===== src/rtl/regfile_mp_sb_pkg.sv =====
// Shared sizing defaults for the multi-port register file and its scoreboard.
package regfile_mp_sb_pkg;
    localparam int REG_SIZE = 32;
    localparam int REG_N    = 32;
    localparam int REG_ADDR = 5;
    localparam int RF_NRD   = 2;
    localparam int RF_NWR   = 2;
endpackage


===== src/rtl/regfile_scoreboard.sv =====
// Busy-bit scoreboard: one pending flag per register with flush > alloc > write priority.
module regfile_scoreboard
    import regfile_mp_sb_pkg::*;
#(
    parameter int NREGS  = REG_N,
    parameter int ADDR_W = REG_ADDR,
    parameter int NRD    = RF_NRD
) (
    input  logic                  clk,
    input  logic                  reset,
    input  logic                  alloc,
    input  logic [ADDR_W-1:0]     alloc_reg,
    input  logic                  flush,
    input  logic [NREGS-1:0]      wr_hit,
    input  logic [NRD*ADDR_W-1:0] rreg,
    output logic [NRD-1:0]        busy_out
);
    logic [NREGS-1:0] busy;

    always_ff @(posedge clk) begin
        if (reset || flush) begin
            busy <= '0;
        end else begin
            // Register 0 never matches, so busy[0] stays clear forever.
            for (int r = 1; r < NREGS; r++) begin
                if (alloc && alloc_reg == ADDR_W'(r))
                    busy[r] <= 1'b1;
                else if (wr_hit[r])
                    busy[r] <= 1'b0;
            end
        end
    end

    always_comb begin
        busy_out = '0;
        for (int k = 0; k < NRD; k++) begin
            if (int'(rreg[k*ADDR_W +: ADDR_W]) < NREGS)
                busy_out[k] = busy[rreg[k*ADDR_W +: ADDR_W]];
        end
    end
endmodule


===== src/rtl/regfile_mp_sb.sv =====
// Multi-port register file with same-cycle write bypass and integrated busy scoreboard.
module regfile_mp_sb
    import regfile_mp_sb_pkg::*;
#(
    parameter int DATA_W = REG_SIZE,
    parameter int NREGS  = REG_N,
    parameter int ADDR_W = REG_ADDR,
    parameter int NRD    = RF_NRD,
    parameter int NWR    = RF_NWR,
    parameter int BYPASS = 1
) (
    input  logic                  clk,
    input  logic                  reset,
    input  logic [NRD*ADDR_W-1:0] rreg,
    output logic [NRD*DATA_W-1:0] rdata,
    output logic [NRD-1:0]        rbusy,
    input  logic [NWR-1:0]        wen,
    input  logic [NWR*ADDR_W-1:0] wreg,
    input  logic [NWR*DATA_W-1:0] wdata,
    input  logic                  alloc,
    input  logic [ADDR_W-1:0]     alloc_reg,
    input  logic                  flush
);
    logic [DATA_W-1:0] mem [NREGS];
    logic [NREGS-1:0]  wr_hit;
    logic [DATA_W-1:0] wr_val [NREGS];
    logic [NRD-1:0]    busy_raw;

    // Ascending port scan so the highest-index port wins a conflict.
    always_comb begin
        wr_hit = '0;
        for (int r = 0; r < NREGS; r++) begin
            wr_val[r] = '0;
            for (int j = 0; j < NWR; j++) begin
                if (!reset && r != 0 && wen[j] && wreg[j*ADDR_W +: ADDR_W] == ADDR_W'(r)) begin
                    wr_hit[r] = 1'b1;
                    wr_val[r] = wdata[j*DATA_W +: DATA_W];
                end
            end
        end
    end

    always_ff @(posedge clk) begin
        if (reset) begin
            for (int r = 0; r < NREGS; r++) mem[r] <= '0;
        end else begin
            for (int r = 0; r < NREGS; r++)
                if (wr_hit[r]) mem[r] <= wr_val[r];
        end
    end

    regfile_scoreboard #(
        .NREGS  (NREGS),
        .ADDR_W (ADDR_W),
        .NRD    (NRD)
    ) u_sb (
        .clk       (clk),
        .reset     (reset),
        .alloc     (alloc),
        .alloc_reg (alloc_reg),
        .flush     (flush),
        .wr_hit    (wr_hit),
        .rreg      (rreg),
        .busy_out  (busy_raw)
    );

    for (genvar k = 0; k < NRD; k++) begin : g_rd
        logic [ADDR_W-1:0] idx;
        logic              valid;
        logic              hit;
        logic [DATA_W-1:0] byp;

        assign idx   = rreg[k*ADDR_W +: ADDR_W];
        assign valid = (idx != '0) && (int'(idx) < NREGS);

        always_comb begin
            hit = 1'b0;
            byp = '0;
            for (int j = 0; j < NWR; j++) begin
                if (BYPASS != 0 && !reset && valid && wen[j] && wreg[j*ADDR_W +: ADDR_W] == idx) begin
                    hit = 1'b1;
                    byp = wdata[j*DATA_W +: DATA_W];
                end
            end
        end

        assign rdata[k*DATA_W +: DATA_W] = !valid ? '0 : (hit ? byp : mem[idx]);
        assign rbusy[k] = valid && busy_raw[k] && !hit;
    end
endmodule

===== config.mk =====
export PLATFORM = sky130hd
export DESIGN_NAME = regfile_mp_sb
export DESIGN_NICKNAME = d
export VERILOG_FILES = /design/src/rtl/regfile_mp_sb_pkg.sv /design/src/rtl/regfile_scoreboard.sv /design/src/rtl/regfile_mp_sb.sv
export SDC_FILE = /design/constraint.sdc
export NUM_CORES = 2
export LEC_CHECK = 0
export BUFFER_PORTS_ARGS = -buffer_cell sky130_fd_sc_hd__buf_4
export CAP_MARGIN = 20
export CELL_PAD_IN_SITES_DETAIL_PLACEMENT = 1
export CELL_PAD_IN_SITES_GLOBAL_PLACEMENT = 2
export CORE_MARGIN = 5
export CORE_UTILIZATION = 44
export DETAILED_ROUTE_END_ITERATION = 8
export PLACE_DENSITY = 0.79
export SYNTH_ARGS = -nofsm -noshare
export SYNTH_HDL_FRONTEND = slang
export SYNTH_SLANG_ARGS = --single-unit

===== constraint.sdc =====
create_clock -name clk -period 3.1 [get_ports clk]
set_input_delay 0.31 -clock clk [delete_from_list [all_inputs] [get_ports clk]]
set_output_delay 0.31 -clock clk [all_outputs]
set_load 0.02 [all_outputs]

==> out/results.txt <==
Final Max Slew Viols -> 0
DIE AREA -> 153000 sq um
Mapped Area -> 63700 sq um
Placed cells -> 7450
Router iterations before antenna repair -> 6
Top-count cell post-synth -> nand2_1
Die X-Extent -> 391 microns
Syn_nets -> 5860
Final worst setup slack -> -0.0219 ns
GRT Overall Usage -> 0.376
Final setup violation count -> 2
CTS tree -> yes
Clock Tree Buf Depth -> 3
Root Buffer -> clkbuf_16
Num CTS Buffers -> 119
Synth Warn # -> 0
Crit path time final -> 3.12 ns
Top cells by count, synth -> nand2_1, edfxtp_1, a21oi_1
Largest net degree at the start of global routing -> 47
Met2 routed WL -> 130000 microns
HP Start -> wdata[54]
Uppermost layer routed -> met5
Max-cap violations -> 0
Core Area -> 144000 sq um
CP startpoint kind -> input pin
Syn Inst Count -> 5765
Design Area, Final -> 73600 sq um
Post-layout util -> 0.511
Final routed DRC violation total -> 0
Max VDD drop -> 0.000480 V
Remaining antenna violation count -> 0
Pre-CTS WS -> -0.0642 ns
IO Count -> 161
Asr flop ratio synth -> 0
PortBufs -> 160
DP Area -> 68600 sq um
Achievable frequency -> 320 MHz
Metal3 WL -> 36800 microns
Cell taking the most area after synthesis -> edfxtp_1
Worst endpoint data arrival time -> 2.81 ns
Via density -> 7.18
Final Non-Filler Cells -> 7701
Slew headroom -> 0.349
CP required -> 2.79 ns
Layout Nets -> 5772
Hold/Removal Path Class -> in -> reg
Worst-Skew Late Latency -> 0.76 ns
Leak -> 26.1 nW
Main synth FF type -> edfxtp_1
Sequential share of the synthesized area -> 0.477
DR vias -> 55303
First-pass GRT wire length -> 415000 microns
Initial antenna violation count -> 18
Gpl congestion -> 0.950
Synth-to-Final Area Change -> 15.4%
Share of the synthesized area in the top cell type -> 0.467
DP HPWL -> 186000 microns
Worst-path clk slew -> 0.06 ns
Crit path from -> rreg[0]
Post-DR wirelength/cell -> 38.1 microns
#FFs+latches synth -> 1023
Clock skew -> 0 ns
Status -> complete, but fails checks
Fin crit share -> 1.01
Hold Vio Cnt, Final -> 0
P per Cell Area -> 520 nW/um^2
Synth top area cells -> edfxtp_1, mux4_2, nand2_1, a22o_1, a21oi_1
Initial Utilization -> 0.443
WL final -> 293000 microns
Post-Route M1 WL -> 108000 microns
Failing checks -> negative setup slack
Avg Cell Area, Syn -> 11.1 sq um
Row count -> 139
Crit path max fanout -> 28
Number of flops mapped to enable cells by yosys -> 992
Die H -> 391 microns
RR Startpoint -> u_sb.busy[21]
Overflow left after global routing -> 0
Layout cells sized above 1 -> 0.253
CP endpoint kind -> primary output
Synth cell types -> 55
Least-Margin Pin Slew -> 0.972 ns
Worst setup path class -> in -> out
Htree depth -> 3
Setup TNS Final -> -0.0291 ns
Vias in the first global route -> 56588
CTS sink count -> 1023
DR iter-0 viols -> 7474
[layout by cell type (no fill, tap or decap), drive strengths merged, types with 16 or more instances in the layout]
cell type	netlist	layout
nor4	79	79
o311ai	33	33
dfxtp	31	31
nor2	158	158
o211ai	31	31
a221oi	48	48
clkinv	1	51
o22ai	18	18
a22oi	47	47
buf	396	545
nand2	1364	1364
mux4	434	434
nor3	55	55
nand2b	49	49
bufinv	0	26
nand3	77	77
inv	35	41
edfxtp	992	992
a221o	16	16
mux2	97	97
xor2	20	20
a22o	446	446
a21oi	737	737
o31ai	32	32
a31oi	40	40
a211o	16	16
mux2i	92	92
clkbuf	362	141
[critical path, cell delays in order]
cell	delay (ns)
buf_8	0.28
xor2_1	0.18
nor4_4	0.33
and3b_2	0.25
buf_12	0.25
buf_4	0.25
nor4_1	0.07
buf_4	0.16
a21oi_1	0.43
buf_4	0.24
[kinds of logic (layout without fill, tap and decap cells)]
group           after synthesis  count (layout)  synth area share
mux                         623             623             0.185
buf+inv                     794             813            0.0562
xor+xnor                     20              20           0.00275
flops                      1023            1023             0.477
simple gates               1821            1821             0.122
other cells                   0              14                 0
compound gates             1484            1484             0.157
[registers in the layout, indices dropped and copies added, names as in the netlist]
register / cells
u_sb.busy: 31
mem: 992
[repair_timing]
action,CTS,global route
buffers inserted,0,8
pin swaps,3,11
hold buffers,3,0
endpoints found under the hold margin,4,0
gates resized for setup,65,31
setup endpoints to repair,38,23
[worst paths after layout]
| path | endpoint | slack [ns] | cells past startpoint |
|---|---|---|---|
| min reg2reg | u_sb.busy[26] | 0.54 | 2 |
| max | rdata[25] | -0.02 | 10 |
| max reg2reg | u_sb.busy[21] | 2.36 | 2 |
| min | mem[24][22] | 0.09 | 3 |
[metrics by stage]
| stage | hold slack [ns] | total power, W |
|---|---|---|
| after floorplan | 0.492 | 0.0198 |
| after global placement | 0.509 | 0.0223 |
| after detailed placement | 0.527 | 0.0225 |
| after CTS | 0.0607 | 0.0382 |
| after global routing | 0.0932 | 0.0391 |
| final | 0.0915 | 0.0383 |
[report_power, final]
part	leakage [nW]	total (W)	switching, W	internal (W)
Clock	2.09	0.0158	0.00636	0.00943
Sequential	9.71	0.0164	0.000439	0.0160
Combinational	14.3	0.00607	0.00377	0.00231
Total	26.1	0.0383	0.0106	0.0277
[routing by layer]
metal	vias to the layer above	global-route usage
met5	-	0
li1	21682	-
met4	8	0.192
met1	28526	0.503
met2	4195	0.573
met3	892	0.0924
[layout make-up]
class / instances / area [sq um]
fill: 14798 / 70300
multi-input combinational: 3948 / 30800
sequential: 1023 / 30400
timing repair buffer: 549 / 5530
clock buffer: 140 / 3160
tap: 1903 / 2380
clock inverter: 88 / 1130
inverter: 36 / 135
antenna: 14 / 35.0
Power figures use the tool's default switching activity.
